[src/rtl/brm_sync_pkg.sv]
// Shared types and constants for the backup-RAM dirty-block sync engine.
// Holds the FSM state encoding, block geometry and the stream header format.
package brm_sync_pkg;

    localparam int unsigned AddrW     = 18;
    localparam int unsigned DataW     = 16;
    localparam int unsigned BLK_WORDS = 2048;
    localparam int unsigned WcntW     = $clog2(BLK_WORDS);

    typedef enum logic [2:0] {
        StIdle,
        StScan,
        StHdr,
        StRd,
        StWt,
        StPush,
        StDone
    } state_e;

    // Header word: block index in the low bits, upper bits reserved as zero.
    function automatic logic [DataW-1:0] hdr_word(input logic [DataW-1:0] blk_zext);
        return blk_zext;
    endfunction

endpackage

[src/rtl/brm_sync_if.sv]
// Engine-side bus bundle: backup-RAM read port plus the outbound word stream.
// The engine drives the master modport; memory and stream sink sit on the slave side.
interface brm_sync_if;

    logic [brm_sync_pkg::AddrW-1:0] rd_addr;
    logic                           rd_oe;
    logic [brm_sync_pkg::DataW-1:0] rd_data;
    logic                           out_valid;
    logic                           out_ready;
    logic [brm_sync_pkg::DataW-1:0] out_data;
    logic                           out_hdr;

    modport master (
        output rd_addr,
        output rd_oe,
        input  rd_data,
        output out_valid,
        input  out_ready,
        output out_data,
        output out_hdr
    );

    modport slave (
        input  rd_addr,
        input  rd_oe,
        output rd_data,
        input  out_valid,
        output out_ready,
        input  out_data,
        input  out_hdr
    );

endinterface

[src/rtl/brm_dirty_map.sv]
// Per-block dirty bitmap fed by cartridge-side write snooping.
// A snoop set and an engine clear landing on the same block in one cycle leave the bit set.
module brm_dirty_map #(
    parameter int unsigned BLK_W = 6
) (
    input  logic             clk,
    input  logic             rst_n,
    input  logic             set_i,
    input  logic [BLK_W-1:0] set_idx_i,
    input  logic             clr_i,
    input  logic [BLK_W-1:0] idx_i,
    output logic             tst_o,
    output logic             dirty_any_o
);

    localparam int unsigned NumBlk = 1 << BLK_W;

    logic [NumBlk-1:0] dirty_q, dirty_d;
    logic [NumBlk-1:0] set_mask, clr_mask;

    always_comb begin
        set_mask = '0;
        clr_mask = '0;
        if (set_i) set_mask[set_idx_i] = 1'b1;
        if (clr_i) clr_mask[idx_i] = 1'b1;
        dirty_d = (dirty_q & ~clr_mask) | set_mask;
    end

    always_ff @(posedge clk or negedge rst_n) begin
        if (!rst_n) begin
            dirty_q <= '0;
        end else begin
            dirty_q <= dirty_d;
        end
    end

    assign tst_o       = dirty_q[idx_i];
    assign dirty_any_o = |dirty_q;

endmodule

[src/rtl/brm_sync.sv]
// Dirty-block sync engine: scans the dirty map and streams each dirty 4 KB block
// as one header word followed by its 2048 data words, one read in flight at a time.
module brm_sync
    import brm_sync_pkg::*;
#(
    parameter int unsigned BLK_W  = 6,
    parameter int unsigned RD_LAT = 2
) (
    input  logic             clk,
    input  logic             rst_n,
    input  logic [AddrW-1:0] snoop_addr,
    input  logic             snoop_we_lo,
    input  logic             snoop_we_hi,
    input  logic             cpu_busy,
    input  logic             sync_req,
    brm_sync_if.master       bus,
    output logic             sync_busy,
    output logic             sync_done,
    output logic             dirty_any
);

    localparam int unsigned LatW = (RD_LAT > 1) ? $clog2(RD_LAT) : 1;

    state_e             state_q, state_d;
    logic [BLK_W-1:0]   ptr_q, ptr_d;
    logic [BLK_W-1:0]   blk_q, blk_d;
    logic [WcntW-1:0]   wcnt_q, wcnt_d;
    logic [LatW-1:0]    lat_q, lat_d;
    logic [DataW-1:0]   word_q, word_d;
    logic               blk_dirty;
    logic               clr;

    brm_dirty_map #(
        .BLK_W(BLK_W)
    ) u_dirty_map (
        .clk        (clk),
        .rst_n      (rst_n),
        .set_i      (snoop_we_lo | snoop_we_hi),
        .set_idx_i  (snoop_addr[AddrW-1 -: BLK_W]),
        .clr_i      (clr),
        .idx_i      (ptr_q),
        .tst_o      (blk_dirty),
        .dirty_any_o(dirty_any)
    );

    always_ff @(posedge clk or negedge rst_n) begin
        if (!rst_n) begin
            state_q <= StIdle;
            ptr_q   <= '0;
            blk_q   <= '0;
            wcnt_q  <= '0;
            lat_q   <= '0;
            word_q  <= '0;
        end else begin
            state_q <= state_d;
            ptr_q   <= ptr_d;
            blk_q   <= blk_d;
            wcnt_q  <= wcnt_d;
            lat_q   <= lat_d;
            word_q  <= word_d;
        end
    end

    always_comb begin
        state_d       = state_q;
        ptr_d         = ptr_q;
        blk_d         = blk_q;
        wcnt_d        = wcnt_q;
        lat_d         = lat_q;
        word_d        = word_q;
        clr           = 1'b0;
        bus.rd_oe     = 1'b0;
        bus.rd_addr   = '0;
        bus.out_valid = 1'b0;
        bus.out_hdr   = 1'b0;
        bus.out_data  = '0;

        unique case (state_q)
            StIdle: begin
                if (sync_req) begin
                    state_d = StScan;
                    ptr_d   = '0;
                end
            end
            StScan: begin
                if (blk_dirty) begin
                    blk_d   = ptr_q;
                    clr     = 1'b1;
                    state_d = StHdr;
                end else if (ptr_q == '1) begin
                    state_d = StDone;
                end else begin
                    ptr_d = ptr_q + 1'b1;
                end
            end
            StHdr: begin
                bus.out_valid = 1'b1;
                bus.out_hdr   = 1'b1;
                bus.out_data  = hdr_word(DataW'(blk_q));
                if (bus.out_ready) begin
                    wcnt_d  = '0;
                    state_d = StRd;
                end
            end
            StRd: begin
                // The cartridge side has priority on the shared port.
                if (!cpu_busy) begin
                    bus.rd_oe   = 1'b1;
                    bus.rd_addr = AddrW'({blk_q, wcnt_q, 1'b0});
                    lat_d       = '0;
                    state_d     = StWt;
                end
            end
            StWt: begin
                if (lat_q == LatW'(RD_LAT - 1)) begin
                    word_d  = bus.rd_data;
                    state_d = StPush;
                end else begin
                    lat_d = lat_q + 1'b1;
                end
            end
            StPush: begin
                bus.out_valid = 1'b1;
                bus.out_data  = word_q;
                if (bus.out_ready) begin
                    wcnt_d = wcnt_q + 1'b1;
                    if (wcnt_q != '1) begin
                        state_d = StRd;
                    end else if (blk_q == '1) begin
                        // Last block of the space: nothing left to scan.
                        state_d = StDone;
                    end else begin
                        ptr_d   = blk_q + 1'b1;
                        state_d = StScan;
                    end
                end
            end
            StDone: begin
                state_d = StIdle;
            end
            default: begin
                state_d = StIdle;
            end
        endcase
    end

    assign sync_busy = (state_q != StIdle);
    assign sync_done = (state_q == StDone);

endmodule

[src/flat_wrapper.sv]
// flat-port wrapper written by rule: the top's interface ports become plain ports
module brm_sync_flat import brm_sync_pkg::*;
#(
    parameter int unsigned BLK_W  = 6,
    parameter int unsigned RD_LAT = 2
)
  (clk, rst_n, snoop_addr, snoop_we_lo, snoop_we_hi, cpu_busy, sync_req, sync_busy, sync_done, dirty_any, bus_rd_addr, bus_rd_oe, bus_rd_data, bus_out_valid, bus_out_ready, bus_out_data, bus_out_hdr);
  brm_sync_if bus_i ();
  input  logic clk;
  input  logic rst_n;
  input  logic [AddrW-1:0] snoop_addr;
  input  logic snoop_we_lo;
  input  logic snoop_we_hi;
  input  logic cpu_busy;
  input  logic sync_req;
  output logic sync_busy;
  output logic sync_done;
  output logic dirty_any;
  output wire logic [$bits(bus_i.rd_addr)-1:0] bus_rd_addr;
  output wire logic [$bits(bus_i.rd_oe)-1:0] bus_rd_oe;
  input wire logic [$bits(bus_i.rd_data)-1:0] bus_rd_data;
  output wire logic [$bits(bus_i.out_valid)-1:0] bus_out_valid;
  input wire logic [$bits(bus_i.out_ready)-1:0] bus_out_ready;
  output wire logic [$bits(bus_i.out_data)-1:0] bus_out_data;
  output wire logic [$bits(bus_i.out_hdr)-1:0] bus_out_hdr;
  assign bus_rd_addr = bus_i.rd_addr;
  assign bus_rd_oe = bus_i.rd_oe;
  assign bus_i.rd_data = bus_rd_data;
  assign bus_out_valid = bus_i.out_valid;
  assign bus_i.out_ready = bus_out_ready;
  assign bus_out_data = bus_i.out_data;
  assign bus_out_hdr = bus_i.out_hdr;
  brm_sync #(.BLK_W(BLK_W), .RD_LAT(RD_LAT)) u_core (.clk(clk), .rst_n(rst_n), .snoop_addr(snoop_addr), .snoop_we_lo(snoop_we_lo), .snoop_we_hi(snoop_we_hi), .cpu_busy(cpu_busy), .sync_req(sync_req), .bus(bus_i), .sync_busy(sync_busy), .sync_done(sync_done), .dirty_any(dirty_any));
endmodule
[config.mk]
export PLATFORM = sky130hd
export DESIGN_NAME = brm_sync_flat
export DESIGN_NICKNAME = d
export VERILOG_FILES = /design/src/rtl/brm_sync_pkg.sv /design/src/rtl/brm_sync_if.sv /design/src/rtl/brm_dirty_map.sv /design/src/rtl/brm_sync.sv /design/src/flat_wrapper.sv
export SDC_FILE = /design/constraint.sdc
export NUM_CORES = 1
export LEC_CHECK = 0
export CAP_MARGIN = 20
export CELL_PAD_IN_SITES_DETAIL_PLACEMENT = 1
export CELL_PAD_IN_SITES_GLOBAL_PLACEMENT = 1
export CORE_ASPECT_RATIO = 0.9
export CORE_MARGIN = 8
export CORE_UTILIZATION = 43
export CTS_CLUSTER_SIZE = 20
export DETAILED_ROUTE_END_ITERATION = 6
export PLACE_DENSITY_LB_ADDON = 0.1
export REMOVE_ABC_BUFFERS = 1
export SYNTH_ARGS = -nofsm -noshare
export SYNTH_HDL_FRONTEND = slang
export SYNTH_SLANG_ARGS = --single-unit
[constraint.sdc]
create_clock -name clk -period 3.1 [get_ports clk]
set_input_delay 0.465 -clock clk [delete_from_list [all_inputs] [get_ports clk]]
set_output_delay 0.465 -clock clk [all_outputs]
set_load 0.005 [all_outputs]
## After elaboration in Yosys (flattened, before gate mapping)

Cells that the tools add are included.

| word-level totals | value |
|---|---|
| flip-flop bits (word level) | 107 |
| bits of input ports | 41 |
| output and inout bits | 40 |
| word-level logic and storage cells | 93 |

| cells by class | value |
|---|---|
| add/sub/neg operators | 4 |
| $lt $le $gt $ge | 4 |
| equality and inequality tests | 19 |
| mux-type cells | 40 |
| bitwise operators | 4 |
| reductions and logical operators | 15 |

Operator list:

| kind | count |
|---|---|
| $mux 64 | 2 |
| $and 64x64->64 | 1 |
| $not 64->64 | 1 |
| $or 64x64->64 | 1 |
| $reduce_or 64->1 | 1 |
| $mux 18 | 2 |
| $mux 6 | 6 |
| $pmux 16 s2 | 1 |
| $mux 3 | 9 |
| $mux 11 | 2 |
| $pmux 11 s2 | 1 |
| $pmux 3 s6 | 1 |
| $pmux 6 s3 | 1 |
| $ne 2x2->1 const B | 8 |
| $lt 6x7->1 const B | 2 |
| $add 6x1->6 const B | 2 |
| $demux 1 s6 | 2 |
| $eq 6x6->1 const B | 2 |
| $ge 6x1->1 const B | 2 |
| $add 11x1->11 const B | 1 |
| $mux 1 | 11 |
| $ne 11x11->1 const B | 1 |
| $eq 3x3->1 const B | 3 |
| $reduce_and 7->1 | 1 |
| 16 further kinds | 22 |

## Longest topological paths before layout

| depth | value |
|---|---|
| word-level depth | 8 |
| mapped depth | 12 |
| depth with buffers taken out | 8 |

## By module

Synthesis repeated with hierarchy kept, for this count alone.

| second synthesis, totals | value |
|---|---|
| cell total of the unflattened synthesis | 579 |
| area, all modules | 5704.2 um2 |

Modules (own cells, without submodules):

| module | instances | cells each | area an instance (um2) | sequential area each (um2) |
|---|---|---|---|---|
| brm_dirty_map | 1 | 338 | 3263.1 | 1601.5 |
| brm_sync | 1 | 241 | 2441.1 | 1076.0 |

## Worst setup path before layout

No wires, ideal clock.

| timing path | value |
|---|---|
| kind | flip-flop to flip-flop |
| start | register u_core.ptr_q[1] |
| end | register u_core.ptr_q[5] |
| setup time | 0.124 ns |
| arrival | 2.515 ns |
| required time | 2.976 ns |
| setup slack | 0.461 ns |
| cell stages (with the launch flop) | 11 |
| path buffers | 3 |
| clock period less this slack | 2.639 ns |
| cell sequence | dfrtp_1 > buf_2 > nor2b_1 > buf_2 > a221oi_1 > o21ai_1 > a211o_1 > o41ai_4 > buf_4 > nand2_2 > a211o_1 |

| on the way | value |
|---|---|
| cells in the longest elaborated chain, start to end | 4 |
| elaborated cells between the ends (all ways) | 10 |
| classes of those cells | add/sub (1); eq/ne (3); mux (5); reduce/logical (1) |

Ends and longest elaborated chain:

| what | RTL line | text |
|---|---|---|
| from (decl) | brm_sync.sv:25 | `logic [BLK_W-1:0] ptr_q, ptr_d;` |
| from (signal assigned) | brm_sync.sv:56 | `ptr_q <= ptr_d;` |
| $bmux 1 s6 / $add 6x1->6 (equally long branches) | brm_dirty_map.sv:37, brm_sync.sv:93 |  |
| $mux 1 (not written as such) / $mux 6 (equally long branches) | brm_dirty_map.sv:37, brm_sync.sv:90 |  |
| $ne 2x2->1 (no source line) / $mux 6 (equally long branches) | - |  |
| $reduce_and 7->1 (no source line) / $pmux 6 s3 (equally long branches) | - |  |

Parallel ways exist; a longest one is shown, timed or not. The select of a mux whose other input is x is not followed.
A chain may end at the register's enable or synchronous reset.

## Final worst setup path

| timing path | value |
|---|---|
| start | register u_core.ptr_q[2] |
| end | register u_core.ptr_q[0] |

| on the way | value |
|---|---|
| cells in the longest elaborated chain, start to end | 4 |
| elaborated cells between the ends (all ways) | 6 |
| classes of those cells | eq/ne (3); mux (2); reduce/logical (1) |

Ends and longest elaborated chain:

| what | RTL line | text |
|---|---|---|
| $bmux 1 s6 | brm_dirty_map.sv:37 | `assign tst_o = dirty_q[idx_i];` |
| $mux 1 (not written as such) | brm_dirty_map.sv:37 |  |
| $ne 2x2->1 (no source line) | - |  |
| $reduce_and 7->1 (no source line) * | - |  |

Mark *: on every way between the ends. The rest lies on a longest branch, timed or not. The select of a mux whose other input is x is not followed.

==> results_dict.tcl <==
set metrics [dict create \
    final.hold.worst_slack_ps 153 \
    global_route.overflow_total 0 \
    fmaxAchievable_ghz 0.338 \
    overall_power_after_layout_w 0.00470 \
    area_share_of_xor_xnor_cells_in_the_synthesized_design 0.0117 \
    synth_top_family_by_area "compound AO/OA/AOI/OAI gates" \
    finalHoldViolCount 0 \
    yosysSeqAreaShare 0.448 \
    detail_route.wl_per_cell_um 22.9 \
    tritoncts "yes" \
    grtUsageTotal 0.228 \
    pin_count_of_the_biggest_net_entering_global_routing 55 \
    antenna_cells 0 \
    synth.ff_latch_count 107 \
    worst_setup_path_end_kind "register" \
    boundaryPins 81 \
    holdCritPathClass "primary input to asynchronous set/reset pin" \
    post_synth_most_frequent_cells "dfrtp_1 (107), o21ai_0 (81), o31ai_1 (62)" \
    final_cycle_utilization_of_the_critical_path 0.956 \
    floorplan.die_area_um2 17900 \
    worst_setup_path_start_kind "register" \
    tightestPinTransition_ps 790 \
    detailroute.via_count 5389 \
    synth-edff-count 0 \
    netlist.top_cell.by_area "dfrtp_1" \
    detailedRoute.firstPassIterationCount 5 \
    clock_latency_ps 360 \
    power_density_nw_per_um2 655 \
    class_of_the_most_critical_setup_path "register to register" \
    status "finished, final reports clean" \
    post_route_cells_drive_above_1_share 0.124 \
    die_y_um 128 \
    synthMostInstantiatedCell "dfrtp_1" \
    critical_path_required_ps 3330 \
    first_global_vias 5655 \
    ys_dominant_reg_cell "dfrtp_1" \
    timing.final.crit_period_ps 2960 \
    netlist.area_leader.share 0.448 \
    gpl.final_weighted_congestion 0.901 \
    cpMaxStageDelayCell "dfrtp_1" \
    path_cells "buf_4 > mux2i_1 > o22a_1 > o21ai_1 > a211o_1 > o41ai_4 > buf_4 > a21oi_1 > or3_1" \
    async_reset_ff_frac 1.00 \
    timing.critical_path.fanout_max 15 \
    ys.warnings.count 0 \
    netlist_instances 624 \
    clk_pin_slew_ps 70 \
    grt_antenna_before_repair 1 \
    drtIter0Drc 419 \
    cpLargestDelayFamily "compound AO/OA/AOI/OAI gates" \
    clock_sink_count 107 \
    wire_length_of_the_first_global_routing_pass_mm 32.0 \
    detailedPlacementHpwl_mm 14.0 \
    ir_worst_vdd_uv 434 \
    wl_mm 19.8 \
    area.growth.synth_to_final_pct 20.1 \
    net_count_of_the_finished_layout 732 \
    drv.max_cap_violation_count 0 \
    ctsLongestPathBuffers 2 \
    clock_skew_ps 8.05 \
    reg2reg_from "u_core.ptr_q[2]$_DFFE_PN0P_" \
    cts-root-buf "clkbuf_16" \
    worst-r2r-setup-slack_ps 140 \
    grt_setup_unrepaired "false" \
    place.detailed.instances 850 \
    slew_headroom 0.473 \
    cp_data_arrival_time_ps 3190 \
    crit-reg2reg-capture "u_core.ptr_q[0]$_DFFE_PN0P_" \
    die-width_um 140 \
    reg2reg_depth 9 \
    port_buffers 67 \
    synth_simple_gate_area_share 0.190 \
    core_area_um2 13800 \
    core.rowCount 41 \
    layout.cells.non_filler 866 \
    crit_path_top_cell_by_count "buf_4" \
    yosys.area_share.adder 0.00419 \
    setup_violations 0 \
    effective_utilization_at_floorplan 0.433 \
    yosys-top-cells-area "dfrtp_1 (45%), o31ai_1 (7.8%), o21ai_0 (6.8%)" \
    drc_errors 0 \
    critPathMaxStageDelay_ps 530 \
    cts_inserted_buffers 9 \
    muxShareOfSynthArea 0.0861 \
    route.detailed.vias_per_inst 6.22 \
    synth.lib_cells_used.distinct 56 \
    syn_area_um2 5970 \
    timing.critical_path.depth 9 \
    cp_bufs_invs 2 \
    synth_compound_gate_area_share 0.221 \
    timing_max_transition_violations_final 0 \
    postSynthAreaPerCell_um2 9.57 \
    antenna_left 0 \
    power.static_leakage_nw 2.67 \
    htree_num_levels 3 \
]
==> final cells by class <==
cell class,count,area (µm²)
Timing Repair Buffer,97,897
Inverter,11,41.3
Sequential cell,107,2680
Fill cell,1562,6630
Tap cell,172,215
Multi-Input combinational cell,463,3070
Clock inverter,5,36.3
Clock buffer,11,233
==> power breakdown <==
| part | switching [W] | internal, W |
|---|---|---|
| clock | 0.000541 | 0.000553 |
| combinational | 0.00111 | 0.000736 |
| sequential | 0.000215 | 0.00155 |
| total | 0.00186 | 0.00283 |
==> per-layer routing <==
layer | track usage | share of wire | vias up
li1 | - | - | 2467
met1 | 0.289 | 0.44 | 2727
met2 | 0.380 | 0.48 | 162
met3 | 0.0469 | 0.053 | 31
met4 | 0.0829 | 0.022 | 2
met5 | 0 | 0.00066 | -
==> logic make-up after synthesis <==
| kind of cell | after synthesis |
|---|---|
| flip-flops | 107 |
| multiplexers | 39 |
| other | 1 |
| AND/OR/NAND/NOR | 212 |
| buffers and inverters | 54 |
| adder cells (fa/ha/maj) | 2 |
| XOR/XNOR | 8 |
| AO/OA/AOI/OAI | 201 |
==> metrics by stage <==
step                      area (µm²)  utilization  TNS (ps)  setup WS, ps
after floorplan                 5790            -    -97640         -1640
after global placement          6900        0.500         0          85.9
after detailed placement        6900        0.500         0          30.9
after CTS                       7170        0.520         0          5.57
after global routing            7170        0.520         0          15.7
final                           7170        0.520         0           137
==> flip-flops by register name, indices dropped and copies added (netlist names) <==
signal,cells
u_core.u_dirty_map.dirty_q,64
u_core.state_q,3
u_core.word_q,16
u_core.blk_q,6
u_core.lat_q,1
u_core.wcnt_q,11
u_core.ptr_q,6
==> timing repair <==
action / 4_1_cts / 5_1_grt
cloned: 0 / 0
hold buffers: 0 / 0
endpoints found under the setup margin: 41 / 46
gates resized for setup: 1 / 2
buffers inserted: 0 / 0
==> layout by cell type, fill, tap and decap left out, types with 5 or more instances in the layout <==
| cell | instances |
|---|---|
| dfrtp_1 | 106 |
| o22ai_1 | 5 |
| a22o_1 | 6 |
| nor3_1 | 6 |
| nand4_1 | 11 |
| nand2b_1 | 11 |
| clkbuf_16 | 9 |
| or2_2 | 6 |
| nor4_1 | 17 |
| and3_1 | 7 |
| clkdlybuf4s50_1 | 66 |
| o31ai_1 | 62 |
| nand2_1 | 51 |
| buf_4 | 30 |
| nand3_1 | 16 |
| xor2_1 | 8 |
| mux2i_1 | 12 |
| a21oi_1 | 14 |
| inv_1 | 11 |
| mux4_2 | 8 |
| o21ai_0 | 81 |
| or3_1 | 6 |
| nor2_1 | 25 |
| nand3b_1 | 10 |
| mux2_2 | 19 |
| and2_1 | 31 |
==> worst max path at each step <==
stage | from | slack, ps | to
5_1_grt | u_core.ptr_q[2]$_DFFE_PN0P_ | 20 | u_core.ptr_q[2]$_DFFE_PN0P_
4_1_cts | u_core.ptr_q[0]$_DFFE_PN0P_ | 6 | u_core.ptr_q[0]$_DFFE_PN0P_
2_1_floorplan | u_core.ptr_q[0]$_DFFE_PN0P_ | -1640 | u_core.ptr_q[2]$_DFFE_PN0P_
6_report | u_core.ptr_q[2]$_DFFE_PN0P_ | 140 | u_core.ptr_q[0]$_DFFE_PN0P_
3_5_place_dp | u_core.ptr_q[0]$_DFFE_PN0P_ | 30 | u_core.ptr_q[0]$_DFFE_PN0P_
3_3_place_gp | u_core.ptr_q[0]$_DFFE_PN0P_ | 90 | u_core.ptr_q[2]$_DFFE_PN0P_
No activity file was read; power rests on OpenSTA's default activity.
